--- config.mk ---
export PLATFORM = sky130hd
export DESIGN_NAME = gpio_cfg_serializer
export DESIGN_NICKNAME = d
export VERILOG_FILES = /design/src/rtl/gpio_cfg_serializer.sv
export SDC_FILE = /design/constraint.sdc
export NUM_CORES = 1
export LEC_CHECK = 0
export BUFFER_PORTS_ARGS = -buffer_cell sky130_fd_sc_hd__buf_2
export CORE_MARGIN = 5
export CORE_UTILIZATION = 45
export DETAILED_ROUTE_END_ITERATION = 8
export PLACE_DENSITY = 0.66
export SLEW_MARGIN = 20
export SYNTH_ARGS = -nofsm -noshare
export SYNTH_HDL_FRONTEND = slang
export SYNTH_SLANG_ARGS = --single-unit
--- constraint.sdc ---
create_clock -name clk -period 7.3 [get_ports clk]
set_clock_uncertainty 0.2 [all_clocks]
set_input_delay 0 -clock clk [delete_from_list [all_inputs] [get_ports clk]]
set_output_delay 0 -clock clk [all_outputs]
set_load 0.02 [all_outputs]
--- src/rtl/gpio_cfg_serializer.sv ---
// Serializes per-pad GPIO config words MSB-first into two parallel loader chains,
// highest pad first, then pulses the apply strobe and reports done.
//
// Handshake: xfer_start is a single-cycle request sampled only in IDLE; busy is
// high from the following cycle through STROBE, and done pulses for exactly one
// cycle (with busy already low) when the chains have been strobed.
module gpio_cfg_serializer #(
   parameter int PADS  = 19,
   parameter int BITS  = 13,
   parameter int DIV_W = 8
) (
   input  logic             clk,
   input  logic             reset,
   input  logic             xfer_start,
   input  logic [DIV_W-1:0] clk_div,
   output logic [5:0]       cfg_addr,
   input  logic [BITS-1:0]  cfg_data_1,
   input  logic [BITS-1:0]  cfg_data_2,
   output logic             busy,
   output logic             done,
   output logic             mprj_io_loader_resetn,
   output logic             mprj_io_loader_clock,
   output logic             mprj_io_loader_data_1,
   output logic             mprj_io_loader_data_2,
   output logic             mprj_io_loader_strobe,
   output logic [2:0]       dbg_state
);

   localparam int BCW = (BITS > 1) ? $clog2(BITS) : 1;

   typedef enum logic [2:0] {
      S_IDLE   = 3'd0,
      S_FETCH  = 3'd1,
      S_SHIFT  = 3'd2,
      S_STROBE = 3'd3,
      S_DONE   = 3'd4
   } state_t;

   state_t           state_q, state_d;
   logic [DIV_W-1:0] div_q, div_d;
   logic [DIV_W-1:0] div_cnt_q, div_cnt_d;
   logic             phase_q, phase_d;
   logic [BCW-1:0]   bit_q, bit_d;
   logic [5:0]       addr_q, addr_d;
   logic [BITS-1:0]  sh1_q, sh1_d;
   logic [BITS-1:0]  sh2_q, sh2_d;
   logic             d1_q, d1_d;
   logic             d2_q, d2_d;
   logic             resetn_q;
   logic             last_div;

   // One phase (low or high half of a loader clock period) lasts div_q cycles.
   assign last_div = (div_cnt_q == (div_q - 1'b1));

   always_comb begin
      state_d   = state_q;
      div_d     = div_q;
      div_cnt_d = div_cnt_q;
      phase_d   = phase_q;
      bit_d     = bit_q;
      addr_d    = addr_q;
      sh1_d     = sh1_q;
      sh2_d     = sh2_q;
      d1_d      = d1_q;
      d2_d      = d2_q;

      case (state_q)
         S_IDLE: begin
            if (xfer_start) begin
               state_d = S_FETCH;
               div_d   = (clk_div == '0) ? DIV_W'(1) : clk_div;
               addr_d  = 6'(PADS - 1);
            end
         end

         S_FETCH: begin
            sh1_d     = cfg_data_1;
            sh2_d     = cfg_data_2;
            bit_d     = BCW'(BITS - 1);
            div_cnt_d = '0;
            phase_d   = 1'b0;
            d1_d      = cfg_data_1[BITS-1];
            d2_d      = cfg_data_2[BITS-1];
            state_d   = S_SHIFT;
         end

         S_SHIFT: begin
            if (!last_div) begin
               div_cnt_d = div_cnt_q + 1'b1;
            end else begin
               div_cnt_d = '0;
               if (!phase_q) begin
                  phase_d = 1'b1;
               end else begin
                  // End of high phase: advance to the next bit or word.
                  phase_d = 1'b0;
                  sh1_d   = sh1_q << 1;
                  sh2_d   = sh2_q << 1;
                  if (bit_q == '0) begin
                     if (addr_q == '0) begin
                        state_d = S_STROBE;
                     end else begin
                        addr_d  = addr_q - 1'b1;
                        state_d = S_FETCH;
                     end
                  end else begin
                     bit_d = bit_q - 1'b1;
                     d1_d  = sh1_q[BITS-2];
                     d2_d  = sh2_q[BITS-2];
                  end
               end
            end
         end

         S_STROBE: begin
            // Two back-to-back phases of div_q cycles give a 2*D strobe.
            if (!last_div) begin
               div_cnt_d = div_cnt_q + 1'b1;
            end else begin
               div_cnt_d = '0;
               if (!phase_q) begin
                  phase_d = 1'b1;
               end else begin
                  phase_d = 1'b0;
                  state_d = S_DONE;
                  addr_d  = 6'(PADS - 1);
                  d1_d    = 1'b0;
                  d2_d    = 1'b0;
               end
            end
         end

         S_DONE: begin
            state_d = S_IDLE;
         end

         default: begin
            state_d = S_IDLE;
         end
      endcase
   end

   always_ff @(posedge clk or posedge reset) begin
      if (reset) begin
         state_q   <= S_IDLE;
         div_q     <= DIV_W'(1);
         div_cnt_q <= '0;
         phase_q   <= 1'b0;
         bit_q     <= '0;
         addr_q    <= 6'(PADS - 1);
         sh1_q     <= '0;
         sh2_q     <= '0;
         d1_q      <= 1'b0;
         d2_q      <= 1'b0;
      end else begin
         state_q   <= state_d;
         div_q     <= div_d;
         div_cnt_q <= div_cnt_d;
         phase_q   <= phase_d;
         bit_q     <= bit_d;
         addr_q    <= addr_d;
         sh1_q     <= sh1_d;
         sh2_q     <= sh2_d;
         d1_q      <= d1_d;
         d2_q      <= d2_d;
      end
   end

   always_ff @(posedge clk or posedge reset) begin
      if (reset) begin
         resetn_q <= 1'b0;
      end else begin
         resetn_q <= 1'b1;
      end
   end

   assign busy                  = (state_q == S_FETCH) || (state_q == S_SHIFT) ||
                                  (state_q == S_STROBE);
   assign done                  = (state_q == S_DONE);
   assign cfg_addr              = addr_q;
   assign mprj_io_loader_resetn = resetn_q;
   assign mprj_io_loader_clock  = (state_q == S_SHIFT) && phase_q;
   assign mprj_io_loader_data_1 = d1_q;
   assign mprj_io_loader_data_2 = d2_q;
   assign mprj_io_loader_strobe = (state_q == S_STROBE);
   assign dbg_state             = state_q;

endmodule

# [Word level (Yosys, flattened, before mapping)]
# Index checks and enable logic that the tools add are counted.
[op_classes] n_addsub=4 n_eq_ne=14 mux=42 reduce_logical=19
[ops] cell="12-bit 2-to-1 mux" count=4
[ops] cell="12-bit case mux with 2 select lines" count=2
[ops] cell="6-bit 2-to-1 mux" count=7
[ops] cell="3-bit 2-to-1 mux" count=6
[ops] cell="6-bit case mux with 3 select lines" count=1
[ops] cell="8-bit 2-to-1 mux" count=2
[ops] cell="8-bit case mux with 2 select lines" count=1
[ops] cell="4-bit 2-to-1 mux" count=3
[ops] cell="2-bit inequality test, second input constant" count=6
[ops] cell="3-bit case mux with 4 select lines" count=1
[ops] cell="6-bit AND reduction" count=2
[ops] cell="1-bit 2-to-1 mux" count=10
[ops] cell="8-bit by 1-bit adder with 8-bit output, second input constant" count=1
[ops] cell="8-bit == test" count=1
[ops] cell="8-bit logical NOT" count=1
[ops] cell="4-bit case mux with 2 select lines" count=1
[ops] cell="8-bit AND reduction" count=1
[ops] cell="8-bit by 1-bit subtractor with 8-bit output, second input constant" count=1
[ops] cell="3-bit by 2-bit == test with 1-bit output, second input constant" count=2
[ops] cell="6-bit logical NOT" count=1
[ops] cell="2-bit by 1-bit inequality test with 1-bit output, second input constant" count=3
[ops] cell="1-bit case mux with 3 select lines" count=2
[ops] cell="3-bit nonzero test" count=2
[ops] cell="6-bit by 1-bit subtractor with 6-bit output, second input constant" count=1
[ops] cell="other kinds (14)" count=17
[totals] regBits=57 input_bits=37 out_inout_bits=16 word_cells=90

# [Longest topological paths before layout]
# Gate-level depths: netlist (run 1).
[depth] depth_word=6 mapped_depth=11

# [Least setup slack after synthesis (run 1)]
# OpenSTA, ideal clock, no wires.
[synth_path] path_kind="reg-to-reg" startpoint="register addr_q[1], in the netlist cfg_addr[1]" endpoint="register addr_q[5], in the netlist cfg_addr[5]" arrival_time_ns=2.541 path_slack_ns=4.482 path_stages_with_launch=10 period_less_slack_ns=2.818 cell_sequence="dfstp_2 -> inv_1 -> ha_1 -> nor3b_1 -> and4_1 -> a2111o_1 -> or2_2 -> o31a_1 -> or4_1 -> o21ai_1"
[synth_via] elab_chain_cells=6 elab_cells_between_ends=9 classes_between="1 x add/sub; 1 x eq/ne; 5 x mux; 2 x reduce/logical"
[synth_lines] element="start: declaration" line="44" rtl="logic [5:0] addr_q, addr_d;"
[synth_lines] element="start signal: assignment" line="150" rtl="addr_q <= 6'(PADS - 1);"
[synth_lines] element="start signal: assignment" line="161" rtl="addr_q <= addr_d;"
[synth_lines] element="6-bit by 1-bit subtractor with 6-bit output" line="103" rtl="addr_d = addr_q - 1'b1;"
[synth_lines] element="6-bit 2-to-1 mux" line="100" rtl="if (addr_q == '0) begin"
[synth_lines] element="6-bit 2-to-1 mux" line="99" rtl="if (bit_q == '0) begin"
[synth_lines] element="6-bit 2-to-1 mux" line="92" rtl="if (!phase_q) begin"
[synth_lines] element="6-bit 2-to-1 mux" line="88" rtl="if (!last_div) begin"
[synth_lines] element="6-bit case mux with 3 select lines" line="67" rtl="case (state_q)"
# Parallel ways exist; a longest one is shown, timed or not. The select of a mux whose other input is x is not followed.
# A chain may end at the register's enable or synchronous reset.

# [Worst setup path after layout (run 1)]
[layout_path] startpoint="register div_q[0]" endpoint="register addr_q[5], in the netlist cfg_addr[5]"
[layout_via] elab_chain_cells=4 elab_cells_between_ends=5 classes_between="1 x add/sub; 3 x eq/ne; 1 x reduce/logical"
[layout_lines] element="start: declaration" line="40" rtl="logic [DIV_W-1:0] div_q, div_d;"
[layout_lines] element="start signal: assignment" line="157" rtl="div_q <= div_d;"
[layout_lines] element="8-bit by 1-bit subtractor with 8-bit output *" line="53" rtl="assign last_div = (div_cnt_q == (div_q - 1'b1));"
[layout_lines] element="8-bit == test *" line="53"
[layout_lines] element="2-bit inequality test (no line) or 2-bit by 1-bit inequality test with 1-bit output (tied branches)"
[layout_lines] element="8-bit AND reduction (no line) *"
# Every way passes the cells marked *; elsewhere a longest branch is shown, timed or not.

==> flow_summary.yaml, run 1 <==
floorplan:
  initial_core_util_pct: 45.6
  die_h_um: 92.3
  rows: 30
  num_io_pins: 53
  dieArea_um2: 8510
  die_w_um: 92.3
  core_um2: 6680
run_status:
  status: "completed"
global_routing:
  grt_max_degree: 58
  top_usage_layer: "met2"
  grt_pass1_vias: 2682
  globalRouteOverflowTotal: 0
  track_usage_pct: 18.0
  use_met1_pct: 24.3
  grtUsageMet3_pct: 4.84
  grt_pass1_wl_um: 12400
  grt_util_met2_pct: 28.0
  antenna_found_initial: 0
logic_synthesis:
  synth-seq-cells: 57
  async_flop_share_pct: 100
  yosysUniqueCellTypes: 61
  synthXorXnorAreaFrac_pct: 3.45
  syn_nets: 373
  synth_area_um2: 3040
  synth_commonest_cells: "nor2_1, dfrtp_1, o22ai_1, nand2_1, inv_1"
  syn-instance-count: 332
  syn_avg_cell_area_um2: 9.17
  synth_enable_flop_cells: 0
  synth-adder-area-share_pct: 1.64
  yosys-mux-area-fraction_pct: 3.04
  yosysWarnings: 0
  ys.flop_type: "dfrtp_1"
  synth_simple_gate_area_share_pct: 23.4
  yosys.area.top_type: "dfrtp_1"
  synth_top_area_share_pct: 44.4
  synth_top_cells_by_area: "dfrtp_1, nor2_1, o22ai_1"
  synth_top_family_by_area: "simple AND/OR/NAND/NOR gates"
  yosysSeqAreaShare_pct: 47.0
  synth_compound_area_share_pct: 16.2
  yosysMostFrequentCell: "nor2_1"
layout:
  syn2layout_area_growth_pct: 28.2
  antenna_cells: 0
  drive_gt1_share_pct: 22.3
  nets: 458
  fillers: 574
clock_network:
  cts_max_path_buffers: 2
  htreeDepth: 3
  cts_resized: 0
  insertion_delay_ns: 0.33
  numCtsBuffers: 9
  path_clk_slew_ns: 0.07
  cts_sinks: 57
  root_buffer: "clkbuf_8"
  cts_tree: "done"
critical_path:
  max_stage_delay_ns: 0.56
  cp-end-kind: "register"
  critPathMaxFanout: 11
  cp_slowest_cell: "dfstp_2"
  critical_path_required_ns: 7.36
  crit_chain: "inv_1 > ha_1 > xnor2_1 > xnor2_1 > nor4_1 > o21ai_0 > o31a_1 > or4_1 > o21ai_1"
  startpoint_type: "register"
  cp.arrival_ns: 3.36
  critical_path_class: "reg -> reg"
  path_common_cell: "xnor2_1"
power_and_ir_drop:
  power.leakage_nw: 1.79
  total_power_mw: 1.34
  p_comb_share_pct: 36.9
  p_sw_mw: 0.521
  p_int_mw: 0.818
  p_seq_share_pct: 41.4
  swShare_pct: 38.9
  pwr_density_cell_nw_per_um2: 343
  clkPwrFrac_pct: 21.8
  peakVddDrop_mv: 0.169
drt:
  ant_nets: 0
  routed_wl_um: 7180
  post-route-drc-count: 0
  vias: 2708
  first_pass_iters: 4
  vias_per_cell: 5.39
  drt_iter0_markers: 176
  wl_per_cell_um: 14.3
sta:
  fmaxAchievable_mhz: 303
  finalHoldViolations: 0
  drv_slew: 0
  period_share_pct: 45.2
  min_period_ns: 3.30
  finalSetupViolCount: 0
  relSlewSlack_pct: 29.2
  rsz0062_at_grt: "no"
  setup_tns_ns: 0
  worst_pin_slew_ns: 1.06
job:
  max-cap-violations: 0
placement:
  gp_congestion: 0.801
  dp_hpwl_um: 4740
  port_buffers: 52
worst_hold_path:
  hold_class: "in -> reg"
final cells by class:
cell class	count	area (um2)	area share, %
clock inverters	7	71.3	1.83
clock buffers	9	124	3.18
flip-flops and latches	57	1430	36.7
inverters	16	60.1	1.54
repair buffers	91	643	16.5
multi-input cells	242	1470	37.7
well taps	80	100	2.57
worst max-delay path, delay by kind of cell, from the launching register on:
family          cells  cell delay (ns)
compound gates      3             1.00
xor+xnor            2             0.27
fa+ha+maj           1             0.21
buf+inv             1             0.06
flops               1             0.56
simple gates        2             0.93
power by group through the flow:
stage | combinational (mW) | clock, mW | sequential, mW
after CTS | 0.497 | 0.299 | 0.554
after global placement | 0.468 | 0 | 0.554
final | 0.494 | 0.291 | 0.554
after global routing | 0.560 | 0.317 | 0.575
after detailed placement | 0.480 | 0 | 0.559
after floorplan | 0.360 | 0 | 0.546
cell families (layout without fill, tap and decap cells):
logic type	count (synthesis)	in the layout
buffers and inverters	33	123
AOI/OAI and AO/OA	71	71
and+or+nand+nor	146	146
other	1	1
muxes	8	8
adders and majority gates	4	4
xor gates and xnor gates	12	12
DFF	57	57
routing by layer:
metal,wire length [um],part of all wire [%],vias up
met4,89,1.2,0
li1,-,-,1339
met3,408,5.7,10
met2,3270,45,70
met5,0,0,-
met1,3420,48,1289
timing repair:
item / CTS / global route
setup buffers: 0 / 0
hold buffers: 36 / 0
endpoints found under the hold margin: 89 / 0
metrics by stage:
stage	cell area, um2	hold slack (ns)	setup WS [ns]	cells	util [%]
after global routing	3900	0.233	3.74	502	58.4
final	3900	0.215	4.00	502	58.4
after CTS	3900	0.194	4.01	502	58.4
after floorplan	3040	-0.0873	4.48	332	-
after global placement	3350	0.00968	4.16	450	50.1
after detailed placement	3350	0.0140	4.02	450	50.1
state kept, by name, indices dropped and copies added (netlist names):
name and count:
bit_q 4, cfg_addr 6, dbg_state 3, div_cnt_q 8, div_q 8, mprj_io_loader_data_1 1, mprj_io_loader_data_2 1, mprj_io_loader_resetn 1
phase_q 1, sh1_q 12, sh2_q 12
cell usage in the layout, fill, tap and decap left out, types with 2 or more instances in the layout:
master         instances
dfrtp_1               54
nand3_1               11
o22ai_1               24
o21ai_0               12
o21ai_1                3
nor4_1                 3
clkbuf_8               9
dfstp_2                3
ha_1                   4
clkinvlp_4             3
nor3b_1                2
buf_4                  3
xnor2_1               11
o211ai_1               3
inv_1                 15
or2_2                  2
or3_1                  3
mux2_2                 6
nor2_1                65
nor3_1                 8
and2_1                 5
nor2b_1                7
o41ai_1                2
nand2b_1               2
clkinv_2               2
a211o_1                2
nand2_1               22
dlygate4sd3_1         36
a21oi_1                8
or4_1                  5
buf_2                 52
final timing paths:
path / startpoint / end / slack, ns / cells after the start
min reg2reg: cfg_addr[1] / cfg_addr[1] / 0.30 / 2
max in group asynchronous: reset / div_q[1] / 6.21 / 4
min: cfg_data_1[0] / sh1_q[0] / 0.21 / 4
min in group asynchronous: reset / div_q[3] / 0.22 / 4
max reg2reg: div_q[0] / cfg_addr[5] / 4.00 / 9
max: div_q[0] / cfg_addr[5] / 4.00 / 9
(Power assumes the default switching activity.)
==> run 2: changes to the inputs <==
Settings changed: ABC_AREA from default to 1.
Clock period 7.3 ns to 3.4 ns, I/O delays scaled along.
==> flow_summary.yaml, run 2 <==
run_status:
  status: "completed"
logic_synthesis:
  syn-instance-count: 466
  synth_top_area_share_pct: 41.3
  synth_area_um2: 3270
  synth_enable_flop_cells: 0
  yosysUniqueCellTypes: 33
  syn_nets: 507
  async_flop_share_pct: 100
  ys.flop_type: "dfrtp_1"
  yosys.area.top_type: "dfrtp_1"
  yosysWarnings: 0
  syn_avg_cell_area_um2: 7.02
  yosysMostFrequentCell: "nand2_1"
  synth-seq-cells: 57
  synth_commonest_cells: "nand2_1, dfrtp_1, inv_1, nand3_1, nor2_1"
  yosysSeqAreaShare_pct: 43.7
  synth_top_cells_by_area: "dfrtp_1, nand2_1, nand3_1"
critical_path:
  critical_path_class: "reg -> reg"
  cp-end-kind: "register"
  r2r-start: "div_q[0]"
  reg2reg_slack_ns: 0.70
  critPathBufInv: 3
  crit_chain: "inv_1 > ha_1 > inv_1 > nand2_1 > nand2_1 > nand2_1 > nand2_1 > nand3_1 > nor2_1 > nand2_2 > o21ai_4 > buf_4 > nand2_4 > nand2_1 > o21ai_0"
  critical_path_required_ns: 3.42
  cp.arrival_ns: 2.72
  path_common_cell: "nand2_1"
  max_stage_delay_ns: 0.54
  cp_slowest_cell: "dfstp_2"
  critical-path-top-delay-family: "simple AND/OR/NAND/NOR gates"
  r2r_end: "sh1_q[0]"
  startpoint_type: "register"
  reg2reg_depth: 15
  critPathMaxFanout: 26
clock_network:
  cts_sinks: 57
  numCtsBuffers: 9
  root_buffer: "clkbuf_8"
  path_clk_slew_ns: 0.07
  cts_tree: "done"
  cts_max_path_buffers: 2
  post_cts_buffers: 0
  hold_buffers: 36
  cts_resized: 0
  htreeDepth: 3
  insertion_delay_ns: 0.34
power_and_ir_drop:
  pwr_density_cell_nw_per_um2: 349
  p_sw_mw: 0.334
  power.leakage_nw: 2.30
  p_seq_share_pct: 48.0
  swShare_pct: 22.9
  p_int_mw: 1.13
  clkPwrFrac_pct: 45.3
  peakVddDrop_mv: 0.172
  p_comb_share_pct: 6.7
layout:
  antenna_cells: 0
  fin_cells: 661
  drive_gt1_share_pct: 16.2
  reg_top3: "sh1_q: 12 flops, sh2_q: 12 flops"
  final_cell_mix: "nand2_1, dfrtp_1, buf_2"
  final_common_cell: "nand2_1"
  nets: 598
  syn2layout_area_growth_pct: 28.0
  fillers: 707
sta:
  rsz0062_at_grt: "no"
  min_period_ns: 2.70
  drv_slew: 0
  relSlewSlack_pct: 39.7
  period_share_pct: 79.5
  finalSetupViolCount: 0
  finalHoldViolations: 0
  setup_tns_ns: 0
  fmaxAchievable_mhz: 370
  worst_pin_slew_ns: 0.903
global_routing:
  track_usage_pct: 19.5
  grt_pass1_wl_um: 13800
  top_usage_layer: "met2"
  grt_max_degree: 45
  antenna_found_initial: 0
  grtUsageMet3_pct: 3.87
  grt_util_met2_pct: 32.4
  globalRouteOverflowTotal: 0
  use_met1_pct: 23.8
  grt_pass1_vias: 3200
drt:
  vias_per_cell: 4.81
  wl_per_cell_um: 12.1
  post-route-drc-count: 0
  drt_iter0_markers: 184
  first_pass_iters: 4
  vias: 3181
  routed_wl_um: 8020
  ant_nets: 0
placement:
  gp_congestion: 0.854
  dp_hpwl_um: 5390
  dp.cells: 609
  port_buffers: 52
floorplan:
  num_io_pins: 53
  die_w_um: 95.3
  die_h_um: 95.3
  dieArea_um2: 9070
  initial_core_util_pct: 45.6
  core_um2: 7180
  rows: 31
worst_hold_path:
  hold_class: "in -> async"
job:
  max-cap-violations: 0
## run 2: cells by family (layout without fill, tap and decap cells)
family	count (synthesis)	count (layout)	share of synthesized area, %
adders and majority gates	4	4	1.53
DFF	57	57	43.7
other	1	1	0.115
and+or+nand+nor	288	288	36.1
xor gates and xnor gates	11	11	2.95
muxes	1	1	0.344
AOI/OAI and AO/OA	39	39	7.00
buffers and inverters	65	161	8.23
## run 2: worst max-delay path by stage
stage	startpoint	cells after the start	end	slack, ns
finish	div_q[0]	15	sh1_q[0]	0.70
global route	div_q[0]	15	sh2_q[0]	0.49
CTS	div_q[0]	15	sh1_q[0]	0.70
detailed placement	div_q[0]	15	sh1_q[0]	0.75
global placement	div_q[0]	15	sh1_q[0]	0.85
floorplan	div_q[0]	15	sh1_q[10]	1.21
## run 2: stage by stage
step	utilization (%)	hold slack [ns]	cell area [um2]	power, mW	setup slack [ns]
after detailed placement	50.4	0.0549	3620	0.780	0.753
final	58.3	0.205	4190	1.46	0.697
after global placement	50.4	0.0538	3620	0.779	0.850
after floorplan	-	-0.0495	3270	0.747	1.21
after CTS	58.3	0.233	4190	1.48	0.705
after global routing	58.3	0.281	4190	1.52	0.492
## run 2: final cells by class
class	count	area [um2]	area share (%)
clock inverters	4	51.3	1.23
repair buffers	93	658	15.7
multi-input cells	344	1570	37.5
flip-flops and latches	57	1430	34.2
inverters	52	195	4.66
clock buffers	12	155	3.71
well taps	99	124	2.96
## run 2: power groups by stage
stage / sequential, mW / clock (mW) / combinational, mW
after CTS: 0.701 / 0.676 / 0.0983
after floorplan: 0.714 / 0 / 0.0324
after global routing: 0.703 / 0.709 / 0.112
after global placement: 0.713 / 0 / 0.0656
after detailed placement: 0.713 / 0 / 0.0670
final: 0.701 / 0.662 / 0.0973
## run 2: worst register-to-register path: stages, from the launching register on
cell and delay (ns):
dfstp_2 0.54, inv_1 0.08, ha_1 0.25, inv_1 0.08
nand2_1 0.07, nand2_1 0.08, nand2_1 0.04, nand2_1 0.08
nand3_1 0.09, nor2_1 0.12, nand2_2 0.13, o21ai_4 0.13
buf_4 0.28, nand2_4 0.23, nand2_1 0.11, o21ai_0 0.08
## run 2: routing by layer
metal / share of wire, % / wire [um]
met4: 2.2 / 178
met5: 0 / 0
met2: 49 / 3910
met1: 45 / 3610
met3: 4.0 / 324
==> run 3: changes to the inputs <==
Settings changed: ABC_AREA 1 to 0, PLACE_DENSITY 0.66 to 0.69.
Clock period 3.4 ns to 2.31 ns, I/O delays scaled along.
==> flow_summary.yaml, run 3 (synthesis gave the netlist of run 1 again) <==
run_status:
  status: "finished with violations"
  violations: "setup timing"
global_routing:
  use_met1_pct: 25.8
  antenna_found_initial: 0
  top_usage_layer: "met2"
  grt_pass1_vias: 3177
  grtUsageMet3_pct: 5.33
  grt_pass1_wl_um: 14700
  globalRouteOverflowTotal: 0
  grt_max_degree: 35
  grt_util_met2_pct: 38.4
  track_usage_pct: 22.0
clock_network:
  cts_max_path_buffers: 2
  path_clk_slew_ns: 0.08
  htreeDepth: 3
  cts_sinks: 57
  cts_tree: "done"
  insertion_delay_ns: 0.36
  root_buffer: "clkbuf_8"
  numCtsBuffers: 9
floorplan:
  dieArea_um2: 8510
  rows: 30
  die_w_um: 92.3
  num_io_pins: 53
  initial_core_util_pct: 45.6
  core_um2: 6680
  die_h_um: 92.3
layout:
  fillers: 448
  multi_input_area_um2: 1760
  syn2layout_area_growth_pct: 61.0
  reg_top3: "sh1_q: 12 flops, sh2_q: 12 flops"
  final_core_util_pct: 73.3
  fin_area_um2: 4900
  antenna_cells: 0
  final_cell_mix: "buf_4, nor2_1, dfrtp_1"
  final_common_cell: "buf_4"
  register_area_um2: 1430
  nets: 536
  drive_gt1_share_pct: 43.6
drt:
  ant_nets: 0
  vias: 3247
  drt_iter0_markers: 264
  vias_per_cell: 5.60
  routed_wl_um: 9680
  wl_per_cell_um: 16.7
  first_pass_iters: 4
  post-route-drc-count: 0
power_and_ir_drop:
  pwr_density_cell_nw_per_um2: 1080
  p_seq_share_pct: 31.4
  p_int_mw: 3.28
  peakVddDrop_mv: 0.659
  swShare_pct: 38.4
  total_power_mw: 5.32
  power.leakage_nw: 2.33
  p_comb_share_pct: 48.6
  p_sw_mw: 2.04
  clkPwrFrac_pct: 20.0
critical_path:
  reg2reg_slack_ns: -0.49
  reg2reg_depth: 11
  endpoint: "bit_q[2]"
  startpoint_type: "register"
  cp-end-kind: "register"
  r2r_end: "bit_q[2]"
  critical_path_required_ns: 2.38
  cp.arrival_ns: 2.87
  critical_path_class: "reg -> reg"
  startpoint: "div_q[0]"
  critPathMaxFanout: 7
  r2r-start: "div_q[0]"
sta:
  relSlewSlack_pct: 63.0
  setup_ws_ns: -0.492
  holdWs_ns: 0.0343
  fmaxAchievable_mhz: 357
  finalHoldViolations: 0
  min_period_ns: 2.80
  worst_pin_slew_ns: 0.555
  finalSetupViolCount: 48
  rsz0062_at_grt: "yes"
  setup_tns_ns: -17.85
  drv_slew: 0
  period_share_pct: 121
placement:
  placed_area_um2: 3900
  dp_hpwl_um: 5470
  gp_congestion: 0.815
  port_buffers: 52
job:
  max-cap-violations: 0
worst_hold_path:
  hold_class: "in -> async"
==> run 3: changes by cell type in the layout (fill, tap and decap cells not counted), moves of 11 or more <==
| cell | change |
|---|---|
| inv_1 | -36 |
| o22ai_1 | +11 |
| nand3_1 | -33 |
| nand2_1 | -178 |
| buf_4 | +60 |
| o21ai_0 | -16 |
| nor2_1 | +24 |
==> run 3: worst min path at each step <==
stage	depth (start not counted)	from	to
final	3	reset	mprj_io_loader_resetn
after global routing	3	reset	div_cnt_q[6]
after CTS	3	reset	mprj_io_loader_resetn
after detailed placement	2	reset	mprj_io_loader_resetn
after global placement	2	reset	mprj_io_loader_resetn
after floorplan	2	cfg_data_1[0]	sh1_q[0]
==> run 3: routing by layer <==
metal  vias up  routed length (um)
met3        42                 458
met4         0                 365
met2       108                5060
met1      1589                3800
li1       1508                   -
met5         -                   0
==> run 3: cell type report <==
type | instances | area share [%]
clock buffers | 9 | 2.53
clock inverters | 7 | 1.94
inverters | 16 | 1.23
multi-input cells | 243 | 35.9
flip-flops and latches | 57 | 29.2
well taps | 80 | 2.04
repair buffers | 168 | 27.2
==> run 3: critical path, stage by stage (launching register included) <==
cell and delay [ns]:
dfstp_2 0.55, inv_2 0.05, ha_4 0.16, nor3b_4 0.16, mux2i_1 0.14, o22ai_2 0.19, buf_4 0.13, o21a_1 0.15
nand4_1 0.22, buf_6 0.23, or4_1 0.40, o211ai_1 0.12
==> run 3: power groups by stage <==
stage | Clock, mW | Combinational [mW] | Sequential, mW
after floorplan | 0 | 1.25 | 1.74
after global placement | 0 | 2.01 | 1.63
after detailed placement | 0 | 2.09 | 1.64
after CTS | 1.05 | 2.32 | 1.63
after global routing | 1.12 | 2.81 | 1.71
final | 1.06 | 2.58 | 1.67
==> run 3: what timing repair did <==
action	CTS	global route
hold buffers	36	0
endpoints found under the setup margin	48	48
pin swaps	18	14
gates cloned	2	1
gates resized for setup	18	33
endpoints found under the hold margin	93	0
buffers inserted	9	10
==> run 3: per-stage QoR <==
step                cells  setup WS [ns]
floorplan             332         -0.419
global placement      508         -0.776
detailed placement    508         -0.842
CTS                   571         -0.400
global route          580         -0.559
finish                580         -0.492
